===== config.mk =====
export PLATFORM = sky130hd
export DESIGN_NAME = systolic_seq_ctrl
export DESIGN_NICKNAME = d
export VERILOG_FILES = /design/src/rtl/systolic_seq_ctrl.sv
export SDC_FILE = /design/constraint.sdc
export NUM_CORES = 1
export LEC_CHECK = 0
export ABC_AREA = 1
export BUFFER_PORTS_ARGS = -buffer_cell sky130_fd_sc_hd__buf_2
export CORE_MARGIN = 5
export CORE_UTILIZATION = 35
export DETAILED_ROUTE_END_ITERATION = 10
export GPL_ROUTABILITY_DRIVEN = 0
export RECOVER_POWER = 25
export SLEW_MARGIN = 20
export SYNTH_ARGS = -nofsm -noshare
export SYNTH_HDL_FRONTEND = slang
export SYNTH_SLANG_ARGS = --single-unit

===== constraint.sdc =====
create_clock -name clk -period 5.2 [get_ports clk]
set_input_delay 1.56 -clock clk [delete_from_list [all_inputs] [get_ports clk]]
set_output_delay 1.56 -clock clk [all_outputs]
set_load 0.02 [all_outputs]

===== src/rtl/systolic_seq_ctrl.sv =====
// Job sequencer for systolic_4x4: collect weights/inputs, burst them gap-free, capture results.
// Optional weight reuse across jobs: define SYSTOLIC_SEQ_WEIGHT_REUSE_EN.
`timescale 1ns/1ps
module systolic_seq_ctrl #(
    parameter int N              = 4,
    parameter int DATA_W         = 4,
    parameter int ACC_W          = 8,
    parameter int COMPUTE_CYCLES = 1
) (
    input  logic                 clk,
    input  logic                 reset_n,
    input  logic                 start,
`ifdef SYSTOLIC_SEQ_WEIGHT_REUSE_EN
    input  logic                 start_reuse_w,
`endif
    output logic                 busy,
    input  logic [DATA_W-1:0]    s_data,
    input  logic                 s_valid,
    output logic                 s_ready,
    output logic                 array_reset,
    output logic [DATA_W-1:0]    array_data_in,
    output logic                 array_load_w,
    output logic                 array_load_x,
    input  logic [N*ACC_W-1:0]   array_results,
    output logic [N*ACC_W-1:0]   res_data,
    output logic                 res_valid,
    input  logic                 res_ready
);

    localparam int IDX_W = (N > 1) ? $clog2(N) : 1;
    localparam int CNT_W = $clog2(COMPUTE_CYCLES + 2);
    localparam logic [IDX_W-1:0] IDX_LAST = IDX_W'(N - 1);
    localparam logic [CNT_W-1:0] CNT_LAST = CNT_W'(COMPUTE_CYCLES);

    typedef enum logic [2:0] {
        IDLE,
        COLLECT_W,
        COLLECT_X,
        CLEAR,
        PUSH_W,
        PUSH_X,
        COMPUTE,
        RESULT
    } state_t;

    state_t              state_q, state_d;
    logic [IDX_W-1:0]    idx_q, idx_d, idx_nxt;
    logic [CNT_W-1:0]    cnt_q, cnt_d;
    logic [DATA_W-1:0]   wbuf_q [N];
    logic [DATA_W-1:0]   wbuf_d [N];
    logic [DATA_W-1:0]   xbuf_q [N];
    logic [DATA_W-1:0]   xbuf_d [N];
    logic                busy_q, busy_d;
    logic                s_ready_q, s_ready_d;
    logic                array_reset_q, array_reset_d;
    logic [DATA_W-1:0]   array_data_in_q, array_data_in_d;
    logic                array_load_w_q, array_load_w_d;
    logic                array_load_x_q, array_load_x_d;
    logic [N*ACC_W-1:0]  res_data_q, res_data_d;
    logic                res_valid_q, res_valid_d;
    logic                beat;
    logic                reuse_w;

`ifdef SYSTOLIC_SEQ_WEIGHT_REUSE_EN
    assign reuse_w = start_reuse_w;
`else
    assign reuse_w = 1'b0;
`endif

    assign beat    = s_valid && s_ready_q;
    assign idx_nxt = idx_q + IDX_W'(1);

    always_comb begin
        state_d         = state_q;
        idx_d           = idx_q;
        cnt_d           = cnt_q;
        wbuf_d          = wbuf_q;
        xbuf_d          = xbuf_q;
        array_data_in_d = array_data_in_q;
        res_data_d      = res_data_q;
        unique case (state_q)
            IDLE: begin
                if (start) begin
                    idx_d   = '0;
                    state_d = reuse_w ? COLLECT_X : COLLECT_W;
                end
            end
            COLLECT_W: begin
                if (beat) begin
                    wbuf_d[idx_q] = s_data;
                    if (idx_q == IDX_LAST) begin
                        idx_d   = '0;
                        state_d = COLLECT_X;
                    end else begin
                        idx_d = idx_nxt;
                    end
                end
            end
            COLLECT_X: begin
                if (beat) begin
                    xbuf_d[idx_q] = s_data;
                    if (idx_q == IDX_LAST) begin
                        idx_d   = '0;
                        state_d = CLEAR;
                    end else begin
                        idx_d = idx_nxt;
                    end
                end
            end
            CLEAR: begin
                idx_d           = '0;
                array_data_in_d = wbuf_q[0];
                state_d         = PUSH_W;
            end
            // idx tracks the word currently on array_data_in
            PUSH_W: begin
                if (idx_q == IDX_LAST) begin
                    idx_d           = '0;
                    array_data_in_d = xbuf_q[0];
                    state_d         = PUSH_X;
                end else begin
                    idx_d           = idx_nxt;
                    array_data_in_d = wbuf_q[idx_nxt];
                end
            end
            PUSH_X: begin
                if (idx_q == IDX_LAST) begin
                    idx_d   = '0;
                    cnt_d   = '0;
                    state_d = COMPUTE;
                end else begin
                    idx_d           = idx_nxt;
                    array_data_in_d = xbuf_q[idx_nxt];
                end
            end
            // first COMPUTE cycle is the last load landing in the array
            COMPUTE: begin
                if (cnt_q == CNT_LAST) begin
                    res_data_d = array_results;
                    state_d    = RESULT;
                end else begin
                    cnt_d = cnt_q + CNT_W'(1);
                end
            end
            RESULT: begin
                if (res_ready) begin
                    state_d = IDLE;
                end
            end
            default: begin
                state_d = IDLE;
            end
        endcase

        busy_d         = (state_d != IDLE);
        s_ready_d      = (state_d == COLLECT_W) || (state_d == COLLECT_X);
        array_reset_d  = (state_d == CLEAR);
        array_load_w_d = (state_d == PUSH_W);
        array_load_x_d = (state_d == PUSH_X);
        res_valid_d    = (state_d == RESULT);
    end

    always_ff @(posedge clk or negedge reset_n) begin
        if (!reset_n) begin
            state_q         <= IDLE;
            idx_q           <= '0;
            cnt_q           <= '0;
            wbuf_q          <= '{default: '0};
            xbuf_q          <= '{default: '0};
            busy_q          <= 1'b0;
            s_ready_q       <= 1'b0;
            array_reset_q   <= 1'b1;
            array_data_in_q <= '0;
            array_load_w_q  <= 1'b0;
            array_load_x_q  <= 1'b0;
            res_data_q      <= '0;
            res_valid_q     <= 1'b0;
        end else begin
            state_q         <= state_d;
            idx_q           <= idx_d;
            cnt_q           <= cnt_d;
            wbuf_q          <= wbuf_d;
            xbuf_q          <= xbuf_d;
            busy_q          <= busy_d;
            s_ready_q       <= s_ready_d;
            array_reset_q   <= array_reset_d;
            array_data_in_q <= array_data_in_d;
            array_load_w_q  <= array_load_w_d;
            array_load_x_q  <= array_load_x_d;
            res_data_q      <= res_data_d;
            res_valid_q     <= res_valid_d;
        end
    end

    assign busy          = busy_q;
    assign s_ready       = s_ready_q;
    assign array_reset   = array_reset_q;
    assign array_data_in = array_data_in_q;
    assign array_load_w  = array_load_w_q;
    assign array_load_x  = array_load_x_q;
    assign res_data      = res_data_q;
    assign res_valid     = res_valid_q;

endmodule


==> results by group <==
Critical path
  • CP max FO: 81
  • CP peak stage delay: 1400 ps
  • Worst EP required: 5280 ps
  • Crit path buf inv count: 1
  • CP top delay family: buffers and inverters
  • Critical Path, Cell by Cell: clkbuf_2
  • Worst EP arrival: 3020 ps
  • Slowest CP cell: clkbuf_2
  • CP endpoint kind: async pin
  • Crit Path Class: input port to async pin
  • Crit path launch type: input port

CTS
  • CTS Sinks: 81
  • Cts hold-fix bufs: 0
  • CTS resizes: 0
  • Clk buf depth: 2
  • Later-pin clock latency in the skew report: 350 ps
  • Setup Buffers After CTS: 0
  • Root Driver: clkbuf_8
  • Clock transition at path regs: 80 ps
  • CTS tree: built
  • TritonCTS Buffers: 9
  • CTS H-tree lvls: 3

Timing
  • Min Tclk post-route: 2940 ps
  • Hold WS: 479 ps
  • Skew final: 6.13 ps
  • RSZ-0062 raised after global routing: false
  • Slew Limit Fails: 82
  • Fmax: 340 MHz
  • Final period util: 0.566
  • Final count of hold timing violations: 0
  • Worst slew pin tran: 2000 ps
  • Rel. slew slack: -0.336
  • Setup TNS Final: 0 ps
  • Final Setup Violations: 0

Global route
  • GRT Total Usage: 0.148
  • Initial antenna violation count: 0
  • Total global routing overflow: 0
  • First-pass GRT wire length: 14700 um
  • Vias in the first global route: 2919
  • Pin count of the biggest net entering global routing: 82

Yosys
  • #FFs+latches synth: 81
  • Syn. warnings: 0
  • Top cell type's share of synthesized area: 0.563
  • Commonest cells in the netlist: nand2_1 (186), dfrtp_1 (80), nor2_1 (47)
  • Mapped Area: 0.00356 sq mm
  • Multiplexer area fraction after synthesis: 0
  • Syn_nets: 483
  • Post-synthesis sequential area ratio: 0.570
  • Combinational family with the most area after synthesis: simple AND/OR/NAND/NOR gates
  • Synth Flop Type: dfrtp_1
  • Mapped Avg Cell Area: 8.14 sq um
  • Complex-gate fraction of the synthesized area: 0.0883
  • Simple-Gate Fraction of Synth Area: 0.287
  • Yosys cell types: 25
  • Post-synthesis adder-cell area fraction: 0.0176
  • Top cells by area, synth: dfrtp_1 (56%), nand2_1 (20%), o21ai_0 (6.2%)
  • Xor and xnor fraction of the mapped netlist area: 0
  • Most common cell in the netlist: nand2_1
  • Yosys top cell by area: dfrtp_1
  • Number of synthesized flops with an enable pin: 0
  • Async SR Flop Fraction: 1.00
  • Synthesized instance count: 437

Routing
  • DRT Wirelength: 8900 um
  • WL per Instance: 13.6 um
  • Routed vias/inst: 4.66
  • Initial DRC count: 127
  • Residual DRC: 0
  • DRT Pass-1 Iters: 4
  • Vias: 3054
  • ANT nets after route: 0

Floorplan
  • Chip Height: 111 um
  • Die area: 0.0123 sq mm
  • IO Count: 83
  • Initial Util: 0.361
  • Area of the core: 0.00986 sq mm
  • Die W: 111 um
  • Rows: 36

Pwr
  • Leakage: 2.16 nW
  • Worst vdd ir: 0.181 mV
  • Cell area power density: 575 mW/mm^2

Outcome
  • Failing checks: max-capacitance violations, max-slew violations
  • Status: complete, but fails checks

Finish
  • Layout cell share with drive strength beyond 1: 0.205
  • Finished Layout Cells: 655
  • Final Cell Area: 0.00425 sq mm
  • Antenna Cells: 0
  • Nets@finish: 564
  • Syn-to-layout area delta: 19.5%

Placement
  • Port buffer count: 82
  • Detail Placement HPWL: 6410 um
  • Cell count after placement: 640
  • Placed Area: 0.00408 sq mm

Flow run
  • Max Cap Viol: 1

Worst hold path
  • Hold Path Class: flip-flop to flip-flop
## final timing paths
check,startpoint,end,slack [ps],cells past startpoint
hold / removal,res_data[3],res_data[3],480,2
max in group clk,idx_q[0],array_data_in[2],2520,8
setup / recovery,reset_n,res_data[15],2260,1
min in group asynchronous,reset_n,wbuf_q[9],1760,1
hold reg to reg,res_data[3],res_data[3],480,2
setup reg to reg,idx_q[0],array_data_in[2],2520,8
## stage by stage
stage / power (mW) / util / setup WS, ps
finish: 2.44 / 0.431 / 2260
CTS: 2.47 / 0.431 / 2570
detailed placement: 2.05 / 0.414 / 2560
global route: 2.65 / 0.431 / 1820
floorplan: 1.72 / - / 2860
global placement: 2.04 / 0.413 / 2570
## cells in the final DEF, fill, tap and decap left out, types with 2 or more instances in the layout
cell type and n:
nand2_1 186, buf_2 81, dfrtp_1 80, nor2_1 47, o21ai_0 45, nand3_1 16, inv_1 15, a21oi_1 12
clkbuf_8 10, ha_1 5, inv_2 4, nand4_1 3, clkinv_2 3, clkinv_4 2
## kinds of logic after synthesis
logic type,after synthesis
buffers and inverters,32
AOI/OAI and AO/OA,61
and+or+nand+nor,258
adders and majority gates,5
DFF,81
## final cells by class
| cell class | instances | area [sq um] |
|---|---|---|
| clock buffers | 10 | 138 |
| clock inverters | 5 | 32.5 |
| fillers | 1004 | 5610 |
| inverters | 20 | 75.1 |
| multi-input cells | 324 | 1400 |
| flip-flops and latches | 81 | 2030 |
| well taps | 133 | 166 |
| repair buffers | 82 | 410 |
## power breakdown
group          total [mW]  switching [mW]  leakage (nW)  internal (mW)
clock               0.410           0.228        0.0919          0.183
sequential           1.00           0.159         0.988          0.842
combinational        1.03           0.681          1.08          0.351
## registers in the layout, indices dropped and copies added, names as in the netlist, 2 cells and up
signal,count
state_q,3
wbuf_q,16
cnt_q,2
idx_q,2
xbuf_q,16
res_data,32
array_data_in,4
## layer usage
metal / up-vias / wire, um / global-route usage
met5: - / 0 / 0
met4: 0 / 184 / 0.0714
met3: 12 / 387 / 0.0278
met2: 76 / 4150 / 0.233
met1: 1416 / 4180 / 0.195
li1: 1550 / - / -
Note: power is estimated with default switching activity, not from simulation.
